$ cat config.mk
export PLATFORM = sky130hd
export DESIGN_NAME = sdram_port_arbiter
export DESIGN_NICKNAME = d
export VERILOG_FILES = /design/src/rtl/sdram_arb_pkg.sv /design/src/rtl/sdram_wr_fifo.sv /design/src/rtl/sdram_port_arbiter.sv
export SDC_FILE = /design/constraint.sdc
export NUM_CORES = 1
export LEC_CHECK = 0
export BUFFER_PORTS_ARGS = -buffer_cell sky130_fd_sc_hd__buf_2
export CAP_MARGIN = 20
export CORE_UTILIZATION = 57
export CTS_CLUSTER_DIAMETER = 40
export DETAILED_ROUTE_END_ITERATION = 8
export PLACE_DENSITY_LB_ADDON = 0.2
export SLEW_MARGIN = 20
export SYNTH_ARGS = -nofsm -noshare
export SYNTH_HDL_FRONTEND = slang
export SYNTH_HIERARCHICAL = 1
export SYNTH_SLANG_ARGS = --single-unit
$ cat constraint.sdc
create_clock -name clk -period 3.5 [get_ports clk]
set_input_delay 0.35 -clock clk [delete_from_list [all_inputs] [get_ports clk]]
set_output_delay 0.35 -clock clk [all_outputs]
set_load 0.005 [all_outputs]
$ cat src/rtl/sdram_arb_pkg.sv
// Shared types and default widths for the SDRAM port arbiter and its posted-write FIFO.
package sdram_arb_pkg;

  localparam int ADDR_W_DEF = 26;
  localparam int DATA_W_DEF = 32;

  typedef enum logic [1:0] {IDLE, RD_ISSUE, RD_WAIT, WR_ISSUE} arb_state_t;
  typedef enum logic {GRANT_READ, GRANT_WRITE} grant_t;

endpackage

$ cat src/rtl/sdram_wr_fifo.sv
// Posted-write FIFO: exposes the head entry, occupancy, registered full/empty flags
// and a per-entry address-match vector used for read-after-write hazard detection.
module sdram_wr_fifo
  import sdram_arb_pkg::*;
#(
  parameter int ADDR_W = ADDR_W_DEF,
  parameter int DATA_W = DATA_W_DEF,
  parameter int DEPTH  = 4
) (
  input  logic                      clk,
  input  logic                      n_rst,
  input  logic                      push,
  input  logic [ADDR_W-1:0]         push_addr,
  input  logic [DATA_W-1:0]         push_data,
  input  logic                      pop,
  input  logic [ADDR_W-1:0]         cmp_addr,
  output logic [ADDR_W-1:0]         head_addr,
  output logic [DATA_W-1:0]         head_data,
  output logic [$clog2(DEPTH):0]    count,
  output logic                      full,
  output logic                      empty,
  output logic [DEPTH-1:0]          addr_match
);

  localparam int PTR_W = $clog2(DEPTH);
  localparam logic [PTR_W-1:0] PTR_ONE  = PTR_W'(1);
  localparam logic [PTR_W:0]   CNT_ONE  = (PTR_W + 1)'(1);
  localparam logic [PTR_W:0]   FULL_CNT = (PTR_W + 1)'(DEPTH);

  logic [ADDR_W-1:0] addr_mem [DEPTH];
  logic [DATA_W-1:0] data_mem [DEPTH];
  logic [PTR_W-1:0]  wr_ptr;
  logic [PTR_W-1:0]  rd_ptr;
  logic [PTR_W:0]    count_nxt;
  logic              push_ok;
  logic              pop_ok;

  assign push_ok   = push && !full;
  assign pop_ok    = pop && !empty;
  assign head_addr = addr_mem[rd_ptr];
  assign head_data = data_mem[rd_ptr];

  always_comb begin
    count_nxt = count;
    case ({push_ok, pop_ok})
      2'b10:   count_nxt = count + CNT_ONE;
      2'b01:   count_nxt = count - CNT_ONE;
      default: count_nxt = count;
    endcase
  end

  // Only slots between rd_ptr and rd_ptr+count hold live writes; stale slots must not match.
  always_comb begin
    logic [PTR_W-1:0] offset;
    offset     = '0;
    addr_match = '0;
    for (int i = 0; i < DEPTH; i++) begin
      offset        = PTR_W'(i) - rd_ptr;
      addr_match[i] = ({1'b0, offset} < count) && (addr_mem[i] == cmp_addr);
    end
  end

  always_ff @(posedge clk or negedge n_rst) begin
    if (!n_rst) begin
      wr_ptr <= '0;
      rd_ptr <= '0;
      count  <= '0;
      full   <= 1'b0;
      empty  <= 1'b1;
    end else begin
      if (push_ok) wr_ptr <= wr_ptr + PTR_ONE;
      if (pop_ok)  rd_ptr <= rd_ptr + PTR_ONE;
      count <= count_nxt;
      full  <= (count_nxt == FULL_CNT);
      empty <= (count_nxt == '0);
    end
  end

  always_ff @(posedge clk) begin
    if (push_ok) begin
      addr_mem[wr_ptr] <= push_addr;
      data_mem[wr_ptr] <= push_data;
    end
  end

endmodule

$ cat src/rtl/sdram_port_arbiter.sv
// Shares one SDRAM master port between a blocking pixel-read path and a posted
// pixel-write path, round-robin with read-after-write hazard protection.
module sdram_port_arbiter
  import sdram_arb_pkg::*;
#(
  parameter int ADDR_W     = ADDR_W_DEF,
  parameter int DATA_W     = DATA_W_DEF,
  parameter int WBUF_DEPTH = 4,
  parameter int RD_TIMEOUT = 255
) (
  input  logic              clk,
  input  logic              n_rst,
  input  logic              rd_req,
  input  logic [ADDR_W-1:0] rd_addr,
  output logic              rd_valid,
  output logic [DATA_W-1:0] rd_data,
  output logic              rd_error,
  input  logic              wr_push,
  input  logic [ADDR_W-1:0] wr_addr,
  input  logic [DATA_W-1:0] wr_data,
  output logic              wr_full,
  output logic              wr_empty,
  output logic              sdram_read_en,
  output logic              sdram_write_en,
  output logic [ADDR_W-1:0] address_sdram,
  output logic [DATA_W-1:0] writeData_sdram,
  input  logic [DATA_W-1:0] data_sdram,
  input  logic              sdram_datareadvalid
);

  localparam int CNT_W  = $clog2(RD_TIMEOUT + 1);
  localparam int FCNT_W = $clog2(WBUF_DEPTH) + 1;
  localparam logic [CNT_W-1:0] TO_LAST = CNT_W'(RD_TIMEOUT);
  localparam logic [CNT_W-1:0] TO_ONE  = CNT_W'(1);

  arb_state_t state, state_nxt;
  grant_t     last_grant, last_grant_nxt;

  logic [CNT_W-1:0]      to_cnt;
  logic [ADDR_W-1:0]     fifo_head_addr;
  logic [DATA_W-1:0]     fifo_head_data;
  logic [FCNT_W-1:0]     fifo_count;
  logic                  fifo_full;
  logic                  fifo_empty;
  logic [WBUF_DEPTH-1:0] addr_match;
  logic                  rd_pending;
  logic                  wr_pending;
  logic                  hazard;
  logic                  rd_done;
  logic                  rd_timeout;

  sdram_wr_fifo #(
    .ADDR_W (ADDR_W),
    .DATA_W (DATA_W),
    .DEPTH  (WBUF_DEPTH)
  ) u_wr_fifo (
    .clk        (clk),
    .n_rst      (n_rst),
    .push       (wr_push),
    .push_addr  (wr_addr),
    .push_data  (wr_data),
    .pop        (state == WR_ISSUE),
    .cmp_addr   (rd_addr),
    .head_addr  (fifo_head_addr),
    .head_data  (fifo_head_data),
    .count      (fifo_count),
    .full       (fifo_full),
    .empty      (fifo_empty),
    .addr_match (addr_match)
  );

  // The entry being popped is still counted during WR_ISSUE, so empty already excludes it.
  assign wr_full  = fifo_full;
  assign wr_empty = fifo_empty;

  // The requester still holds rd_req during the rd_valid cycle; that request is already served.
  assign rd_pending = rd_req && !rd_valid;
  assign wr_pending = (fifo_count != '0);
  assign hazard     = rd_pending && (|addr_match);
  assign rd_done    = (state == RD_WAIT) && sdram_datareadvalid;
  assign rd_timeout = (state == RD_WAIT) && !sdram_datareadvalid && (to_cnt == TO_LAST);

  always_comb begin
    state_nxt      = state;
    last_grant_nxt = last_grant;
    case (state)
      IDLE: begin
        if (wr_pending && (hazard || fifo_full || !rd_pending || last_grant == GRANT_READ)) begin
          state_nxt      = WR_ISSUE;
          last_grant_nxt = GRANT_WRITE;
        end else if (rd_pending) begin
          state_nxt      = RD_ISSUE;
          last_grant_nxt = GRANT_READ;
        end
      end
      RD_ISSUE: state_nxt = RD_WAIT;
      RD_WAIT:  if (rd_done || rd_timeout) state_nxt = IDLE;
      WR_ISSUE: state_nxt = IDLE;
      default:  state_nxt = IDLE;
    endcase
  end

  // to_cnt counts cycles since the read strobe: 1 in the first RD_WAIT cycle.
  always_ff @(posedge clk or negedge n_rst) begin
    if (!n_rst) begin
      state           <= IDLE;
      last_grant      <= GRANT_WRITE;
      to_cnt          <= '0;
      rd_valid        <= 1'b0;
      rd_data         <= '0;
      rd_error        <= 1'b0;
      sdram_read_en   <= 1'b0;
      sdram_write_en  <= 1'b0;
      address_sdram   <= '0;
      writeData_sdram <= '0;
    end else begin
      state          <= state_nxt;
      last_grant     <= last_grant_nxt;
      sdram_read_en  <= (state_nxt == RD_ISSUE);
      sdram_write_en <= (state_nxt == WR_ISSUE);
      rd_valid       <= rd_done || rd_timeout;
      rd_error       <= rd_timeout;
      if (rd_done)         rd_data <= data_sdram;
      else if (rd_timeout) rd_data <= '0;
      if (state == RD_ISSUE)     to_cnt <= TO_ONE;
      else if (state == RD_WAIT) to_cnt <= to_cnt + TO_ONE;
      if (state_nxt == RD_ISSUE) begin
        address_sdram <= rd_addr;
      end else if (state_nxt == WR_ISSUE) begin
        address_sdram   <= fifo_head_addr;
        writeData_sdram <= fifo_head_data;
      end
    end
  end

endmodule

==> qor_table.md, run 1 <==
| Stage | Result | Value |
|---|---|---|
| yosys | Sequential share of the synthesized area | 66.9% |
| floorplanning | Standard-cell rows | 58 |
| global routing | Routing layer with the top usage in global route | met2 |
| final layout | Post-route standard cell area excluding fillers | 17900 µm² |
| clock network | Hold-fix buffers at CTS | 16 |
| clock network | Root Buffer Master | sky130_fd_sc_hd__clkbuf_16 |
| power and ir drop | Leak Pwr | 7.26 nW |
| floorplanning | Die outline height | 163 µm |
| yosys | Number of enable-type register cells in the synthesized netlist | 232 |
| critical path | Required arrival time at the worst endpoint | 3880 ps |
| clock network | TritonCTS clock tree | built |
| timing | Maximum clock frequency | 320 MHz |
| floorplanning | Number of top-level pins | 217 |
| yosys | Average size of a mapped cell | 16.2 µm² |
| run status | Status | completed |
| timing | Final clock skew | 29.6 ps |
| global routing | Number of antenna violations at the first check in global routing | 5 |
| critical path | Arrival @ worst endpoint | 3500 ps |
| global routing | Number of global-route vias before repair | 8771 |
| yosys | Number of cells produced by synthesis | 908 |
| clock network | Clock buffer depth | 3 |
| route | Pre-Repair DR Iteration Count | 5 |
| clock network | Resized cells post-CTS | 0 |
| clock network | Sinks on the clock net | 346 |
| yosys | Total nets after synthesis | 1045 |
| timing | Actual slew at the worst max-slew pin | 1030 ps |
| route | Via count of the routed design | 8454 |
| yosys | Number of different library cells in the post-synthesis netlist | 47 |
| floorplanning | Die area | 26400 µm² |
| final layout | Commonest non-fill, non-tap cell in the layout | sky130_fd_sc_hd__edfxtp_1 |
| global routing | GR met3 Demand/Resource | 5.47% |
| final layout | Area added between synthesis and finish | 22.1% |
| placed design | Post-detailed-placement cell area | 16200 µm² |
| clock network | Total number of H-tree levels | 2 |
| placed design | Weighted congestion at the end of routability-driven global placement | 0.820 |
| critical path | Type of element launching the critical path | register |
| worst hold path | Worst Hold Class | in2reg |
| final layout | Most frequent cells in the layout | 232 x sky130_fd_sc_hd__edfxtp_1, 215 x sky130_fd_sc_hd__buf_2, 110 x sky130_fd_sc_hd__dfrtp_1, 102 x sky130_fd_sc_hd__nand2_1, 91 x sky130_fd_sc_hd__xor2_1 |
| power and ir drop | Worst IR Drop VDD | 0.665 mV |
| clock network | Clock insertion delay at the later pin of the skew report | 540 ps |
| critical path | Capturing element type of the critical path | register |
| route | Routed WL per cell | 20.6 µm |
| yosys | Dominant register cell in the synthesized netlist | sky130_fd_sc_hd__edfxtp_1 |
| job | Max-Cap Viols | 0 |
| global routing | Overall track demand over capacity in global routing | 24.7% |
| yosys | Synthesized area | 14700 µm² |
| floorplanning | Starting density of the core | 58.2% |
| timing | Final Hold Fails | 0 |
| final layout | Fraction of final layout cells sized beyond drive strength 1 | 34.8% |
| power and ir drop | Pwr/cell area | 898 nW/µm² |
| yosys | Synth async-reset ratio | 32.9% |
| final layout | NumNets Final | 1301 |
| timing | Max-slew violation count | 0 |
| timing | Fin Setup TNS | 0 ps |
| route | Drt via density | 5.52 |
| route | Initial DRC count | 644 |
| timing | Slew Limit Headroom | 31.0% |
| critical path | Biggest fanout along the worst timing path | 22 |
| timing | Post-route clock period utilization | 89.4% |
| route | Total wire length | 31.5 mm |
| yosys | #FFs+latches synth | 346 |
| timing | Setup-violating endpoint count in the final report | 0 |
| critical path | Critical path type | reg2reg |
| global routing | Met2 capacity usage during global routing | 40.9% |
| route | # DRC | 0 |
| clock network | Clock slew at the register clock pins of the worst setup and hold paths | 50 ps |
| clock network | Number of buffers created by CTS | 44 |
| clock network | Post-CTS setup repair buffer count | 0 |
| global routing | Largest net degree at the start of global routing | 67 |
| floorplanning | Die width | 163 µm |
| floorplanning | Area inside the core boundary | 25300 µm² |
| global routing | Wire length of the first global-routing pass | 48.9 mm |
| route | Final ANT Viol Nets | 0 |
| placed design | DPL Wire Length | 20.5 mm |
| yosys | Ys Warns | 6 |
| placed design | Number of buffer cells added on primary ports | 216 |
| timing | Shortest period the worst path allows | 3130 ps |
| global routing | GRT met1 Usage | 33.1% |
| timing | RSZ-0062 raised after global routing | no |
| global routing | GRT overflow | 0 |
power by group:
part	internal [mW]	switching, mW
clock network	2.95	1.74
registers	5.61	0.591
logic	2.56	2.66
cell usage after synthesis, types with 2 or more instances:
cell type	instances	area share, %
sky130_fd_sc_hd__nand4_1	3	0.13
sky130_fd_sc_hd__o21ai_1	16	0.55
sky130_fd_sc_hd__and2_1	5	0.21
sky130_fd_sc_hd__nor2_1	7	0.18
sky130_fd_sc_hd__buf_6	7	0.54
sky130_fd_sc_hd__nand2_1	103	2.6
sky130_fd_sc_hd__nor4_2	3	0.26
sky130_fd_sc_hd__mux2i_1	26	1.8
sky130_fd_sc_hd__o2111ai_1	4	0.24
sky130_fd_sc_hd__nand3b_1	2	0.10
sky130_fd_sc_hd__xor2_1	91	5.4
sky130_fd_sc_hd__ha_1	15	1.3
sky130_fd_sc_hd__mux2_2	4	0.31
sky130_fd_sc_hd__nor3_1	3	0.10
sky130_fd_sc_hd__nor3b_1	2	0.10
sky130_fd_sc_hd__and4_1	2	0.12
sky130_fd_sc_hd__dfstp_2	2	0.36
sky130_fd_sc_hd__nand3_1	40	1.4
sky130_fd_sc_hd__clkbuf_1	20	0.51
sky130_fd_sc_hd__nor4_1	22	0.94
sky130_fd_sc_hd__buf_2	6	0.20
sky130_fd_sc_hd__a21oi_1	10	0.34
sky130_fd_sc_hd__edfxtp_1	232	47
sky130_fd_sc_hd__xnor2_1	21	1.3
sky130_fd_sc_hd__o22ai_1	4	0.17
sky130_fd_sc_hd__buf_4	4	0.20
sky130_fd_sc_hd__mux2_4	29	3.0
sky130_fd_sc_hd__dfrtp_1	112	19
sky130_fd_sc_hd__o21ai_0	13	0.44
sky130_fd_sc_hd__buf_1	3	0.077
sky130_fd_sc_hd__inv_1	18	0.46
sky130_fd_sc_hd__nor2b_1	7	0.30
sky130_fd_sc_hd__mux4_2	58	8.9
critical path, stage by stage, from the launching register on:
cell                        delay (ps)
sky130_fd_sc_hd__dfrtp_1           400
sky130_fd_sc_hd__inv_1             180
sky130_fd_sc_hd__ha_1              280
sky130_fd_sc_hd__a21oi_1           120
sky130_fd_sc_hd__nor2_1             50
sky130_fd_sc_hd__o2111ai_1         210
sky130_fd_sc_hd__nor4_2             80
sky130_fd_sc_hd__nor4_1            470
sky130_fd_sc_hd__nand4_1           230
sky130_fd_sc_hd__o311ai_4          140
sky130_fd_sc_hd__buf_4             460
sky130_fd_sc_hd__mux2i_1           240
sky130_fd_sc_hd__o21ai_0            90
logic make-up after synthesis:
kind of cell	share of synthesized area, %
adders and majority gates	1.41
buffers and inverters	1.99
DFF	66.9
AOI/OAI and AO/OA	2.29
muxes	13.9
xor gates and xnor gates	6.79
and+or+nand+nor	6.72
metrics by stage:
step | power [mW] | utilization, % | setup slack [ps] | hold WS [ps] | cells
final | 16.1 | 71.0 | 372 | 18.9 | 1531
after global routing | 17.0 | 71.0 | 135 | 10.2 | 1531
after CTS | 16.3 | 71.0 | 337 | 2.40 | 1530
after detailed placement | 11.5 | 64.2 | 353 | 456 | 1432
after global placement | 11.4 | 64.2 | 437 | 450 | 1432
after floorplan | 9.79 | - | 647 | 54.4 | 908
flip-flops by register name, summed over array words and instances, names as in the netlist, 2 cells and up:
name                flops
to_cnt                  8
rd_data                32
writeData_sdram        32
u_wr_fifo/rd_ptr        2
state                   2
u_wr_fifo/data_mem    128
u_wr_fifo/count         3
u_wr_fifo/addr_mem    104
address_sdram          26
u_wr_fifo/wr_ptr        2
path summary, 6_finish.rpt:
| kind | startpoint | endpoint | slack, ps | cells past startpoint |
|---|---|---|---|---|
| worst max register to register | u_wr_fifo/count[1] | address_sdram[17] | 370 | 12 |
| worst min-delay path | data_sdram[4] | rd_data[4] | 20 | 3 |
| worst min register to register | address_sdram[13] | address_sdram[13] | 470 | 2 |
| worst max-delay path | u_wr_fifo/count[1] | address_sdram[17] | 370 | 12 |
| min in group asynchronous | n_rst | address_sdram[0] | 420 | 2 |
| max in group asynchronous | n_rst | writeData_sdram[15] | 2250 | 3 |
cell type report:
| type | count | area (µm²) |
|---|---|---|
| Antenna cell | 1 | 2.50 |
| Clock inverter | 30 | 384 |
| Tap cell | 330 | 413 |
| Fill cell | 1678 | 7320 |
| Clock buffer | 52 | 1170 |
| Multi-Input combinational cell | 504 | 4590 |
| Sequential cell | 346 | 9830 |
| Inverter | 18 | 67.6 |
| Timing Repair Buffer | 250 | 1470 |
per-layer routing:
layer	vias to the layer above	wire (µm)
met2	296	15500
met3	55	2150
met4	6	587
met5	-	33
li1	3906	-
met1	4191	13200
Note: power is estimated with default switching activity, not from simulation.
==> inputs of run 2 (changes only) <==
==> constraint.sdc (replaced) <==
create_clock -name clk -period 3.08 [get_ports clk]
set_input_delay 0.308 -clock clk [delete_from_list [all_inputs] [get_ports clk]]
set_output_delay 0.308 -clock clk [all_outputs]
set_load 0.005 [all_outputs]
==> run 2 against run 1 <==
Compared with the run above:
- count of clock-buffer cells in the layout unchanged
- wire length is 4.6% higher
- critical endpoint is now writeData_sdram[0]
- sequential share of layout area down 1.7 points
==> qor_table.md, run 2 (synthesized netlist as in run 1, its figures left out) <==
| Stage | Result | Value | vs previous |
|---|---|---|---|
| power and ir drop | Register share of total power | 38.9% | was 38.5% |
| run status | Status | completed | unchanged |
| final layout | Footprint of the multi-input gates | 4600 µm² | was 4590 µm² |
| final layout | Most frequent cells in the layout | 232 x sky130_fd_sc_hd__edfxtp_1, 215 x sky130_fd_sc_hd__buf_2, 110 x sky130_fd_sc_hd__dfrtp_1, 103 x sky130_fd_sc_hd__nand2_1, 91 x sky130_fd_sc_hd__xor2_1 | was 232 x sky130_fd_sc_hd__edfxtp_1, 215 x sky130_fd_sc_hd__buf_2, 110 x sky130_fd_sc_hd__dfrtp_1, 102 x sky130_fd_sc_hd__nand2_1, 91 x sky130_fd_sc_hd__xor2_1 |
| global routing | GRT overflow | 0 | unchanged |
| final layout | Finished Layout Cells | 1599 | was 1531 |
| floorplanning | Die outline height | 163 µm | unchanged |
| timing | Final Hold Fails | 0 | unchanged |
| timing | Max-slew violation count | 0 | unchanged |
| final layout | Post-route standard cell area excluding fillers | 18500 µm² | was 17900 µm² |
| placed design | Post-detailed-placement cell area | 16200 µm² | about the same |
| clock network | Number of buffers created by CTS | 43 | was 44 |
| timing | Final clock skew | 17.5 ps | was 29.6 ps |
| critical path | Required arrival time at the worst endpoint | 3490 ps | was 3880 ps |
| placed design | Number of buffer cells added on primary ports | 216 | unchanged |
| floorplanning | Die width | 163 µm | unchanged |
| final layout | Largest registers ranked by flip-flop count | u_wr_fifo/data_mem x128, u_wr_fifo/addr_mem x104 | unchanged |
| route | Initial DRC count | 601 | was 644 |
| power and ir drop | Portion of total power attributed to combinational logic | 33.3% | was 32.4% |
| clock network | Post-CTS setup repair buffer count | 0 | unchanged |
| timing | Worst hold-check slack | 10.1 ps | was 18.9 ps |
| timing | Shortest period the worst path allows | 2940 ps | was 3130 ps |
| critical path | Biggest fanout along the worst timing path | 33 | was 22 |
| route | Drt via density | 5.53 | was 5.52 |
| route | # DRC | 0 | unchanged |
| job | Max-Cap Viols | 0 | unchanged |
| floorplanning | Number of top-level pins | 217 | unchanged |
| clock network | TritonCTS clock tree | built | unchanged |
| route | Via count of the routed design | 8842 | was 8454 |
| power and ir drop | Net switching share of the total power | 31.5% | was 31.0% |
| global routing | Number of global-route vias before repair | 9280 | was 8771 |
| power and ir drop | Leak Pwr | 7.50 nW | was 7.26 nW |
| final layout | Layout filler cell count | 1620 | was 1678 |
| critical path | Critical path type | reg2reg | unchanged |
| floorplanning | Area inside the core boundary | 25300 µm² | unchanged |
| final layout | Most flops, register | u_wr_fifo/data_mem | unchanged |
| final layout | Area taken by flip-flops and latches | 9830 µm² | unchanged |
| critical path | Type of element launching the critical path | register | unchanged |
| timing | Post-route clock period utilization | 95.6% | was 89.4% |
| placed design | Weighted congestion at the end of routability-driven global placement | 0.849 | was 0.820 |
| global routing | Number of antenna violations at the first check in global routing | 3 | was 5 |
| final layout | Commonest non-fill, non-tap cell in the layout | sky130_fd_sc_hd__edfxtp_1 | unchanged |
| timing | Actual slew at the worst max-slew pin | 1050 ps | was 1030 ps |
| critical path | Critical Path Max Stage Delay | 410 ps | was 470 ps |
| critical path | Most prevalent standard cell on the critical path | sky130_fd_sc_hd__nor4_2 |  |
| placed design | Placed Cells incl. Taps | 1438 | was 1432 |
| timing | Fin Setup TNS | 0 ps | unchanged |
| critical path | Gate family responsible for the most delay along the worst path | simple AND/OR/NAND/NOR gates | unchanged |
| placed design | DPL Wire Length | 20.7 mm | was 20.5 mm |
| route | Pre-Repair DR Iteration Count | 6 | was 5 |
| final layout | Area added between synthesis and finish | 26.0% | was 22.1% |
| clock network | Clock insertion delay at the later pin of the skew report | 530 ps | was 540 ps |
| power and ir drop | Pwr/cell area | 980 nW/µm² | was 898 nW/µm² |
| worst hold path | Worst Hold Class | in2reg | unchanged |
| critical path | Capturing element type of the critical path | register | unchanged |
| power and ir drop | Switching power of the nets | 5.72 mW | was 4.98 mW |
| power and ir drop | Internal power of the cells | 12.4 mW | was 11.1 mW |
| power and ir drop | Post-layout total power | 18.1 mW | was 16.1 mW |
| power and ir drop | Portion of total power attributed to the clock network | 27.8% | was 29.1% |
| power and ir drop | Worst IR Drop VDD | 0.763 mV | was 0.665 mV |
| clock network | Clock buffer depth | 3 | unchanged |
| timing | Slew Limit Headroom | 29.8% | was 31.0% |
| clock network | Sinks on the clock net | 346 | unchanged |
| global routing | Overall track demand over capacity in global routing | 25.9% | was 24.7% |
| route | Routed WL per cell | 20.6 µm | about the same |
| timing | RSZ-0062 raised after global routing | no | unchanged |
| global routing | Largest net degree at the start of global routing | 55 | was 67 |
| clock network | Clock slew at the register clock pins of the worst setup and hold paths | 60 ps | was 50 ps |
| final layout | Max FFs per register | 128 | unchanged |
| clock network | Total number of H-tree levels | 2 | unchanged |
| timing | Maximum clock frequency | 340 MHz | was 320 MHz |
| route | Total wire length | 32.9 mm | was 31.5 mm |
| critical path | CP cell instances | xor2_1 > nor4_2 > o2111ai_1 > nor4_2 > nor4_2 > nand4_1 > o311ai_4 > nor2_4 > buf_12 > mux2_2 | was inv_1 > ha_1 > a21oi_1 > nor2_1 > o2111ai_1 > nor4_2 > nor4_1 > nand4_1 > o311ai_4 > buf_4 > mux2i_1 > o21ai_0 |
| critical path | Number of buffer and inverter instances along the worst setup path | 1 | was 2 |
| floorplanning | Standard-cell rows | 58 | unchanged |
| critical path | Arrival @ worst endpoint | 3350 ps | was 3500 ps |
| final layout | Fraction of final layout cells sized beyond drive strength 1 | 33.3% | was 34.8% |
| clock network | Root Buffer Master | sky130_fd_sc_hd__clkbuf_16 | unchanged |
| global routing | Wire length of the first global-routing pass | 51.6 mm | was 48.9 mm |
| critical path | Worst-path cell with the longest stage delay | sky130_fd_sc_hd__nor4_2 | was sky130_fd_sc_hd__nor4_1 |
| timing | Setup-violating endpoint count in the final report | 0 | unchanged |
| final layout | NumNets Final | 1369 | was 1301 |
| floorplanning | Die area | 26400 µm² | unchanged |
| floorplanning | Starting density of the core | 58.2% | unchanged |
| route | Final ANT Viol Nets | 0 | unchanged |
## run 2: cell type report
cell class / count / area share (%)
diodes: 3 / 0.0406
clock inverters: 27 / 1.57
flip-flops and latches: 346 / 53.1
inverters: 18 / 0.365
repair buffers: 319 / 11.5
clock buffers: 52 / 6.33
well taps: 330 / 2.23
multi-input cells: 504 / 24.9
## run 2: per-layer routing
metal	global-route usage, %	share of wire, %	up-vias
li1	-	-	4046
met1	34.6	42	4428
met2	43.4	49	316
met3	5.04	7.0	52
met4	7.56	1.9	0
met5	0	0	-
## run 2: per-stage QoR
stage | setup WS [ps] | utilization [%]
5_1_grt | 0.635 | 73.3
3_3_place_gp | 107 | 64.3
2_1_floorplan | 227 | -
4_1_cts | 57.6 | 73.2
6_report | 136 | 73.3
3_5_place_dp | 54.3 | 64.3
## run 2: power by group through the flow
stage | sequential [mW] | combinational [mW] | clock [mW]
detailed placement | 7.12 | 5.98 | 0
floorplan | 7.04 | 4.09 | 0
CTS | 7.05 | 6.08 | 5.12
finish | 7.06 | 6.04 | 5.05
global placement | 7.07 | 5.84 | 0
global route | 7.19 | 6.61 | 5.31
## run 2: worst register-to-register path: stages (launching register included)
cell,delay (ps)
sky130_fd_sc_hd__edfxtp_1,400
sky130_fd_sc_hd__xor2_1,200
sky130_fd_sc_hd__nor4_2,410
sky130_fd_sc_hd__o2111ai_1,190
sky130_fd_sc_hd__nor4_2,360
sky130_fd_sc_hd__nor4_2,120
sky130_fd_sc_hd__nand4_1,150
sky130_fd_sc_hd__o311ai_4,150
sky130_fd_sc_hd__nor2_4,170
sky130_fd_sc_hd__buf_12,290
sky130_fd_sc_hd__mux2_2,380
## run 2: worst paths after layout
check | endpoint | start | slack, ps | depth (start not counted)
max | writeData_sdram[0] | u_wr_fifo/addr_mem[1][16] | 140 | 10
min | u_wr_fifo/addr_mem[0][15] | wr_addr[15] | 10 | 1
max reg2reg | writeData_sdram[0] | u_wr_fifo/addr_mem[1][16] | 140 | 10
min reg2reg | address_sdram[14] | address_sdram[14] | 470 | 2
max in group asynchronous | writeData_sdram[29] | n_rst | 1970 | 3
min in group asynchronous | address_sdram[0] | n_rst | 320 | 2
## run 2: timing repair
action / in CTS / in global routing
hold buffers: 79 / 0
hold endpoints to repair: 255 / 0
gates resized for setup: 0 / 2
endpoints found under the setup margin: 0 / 58
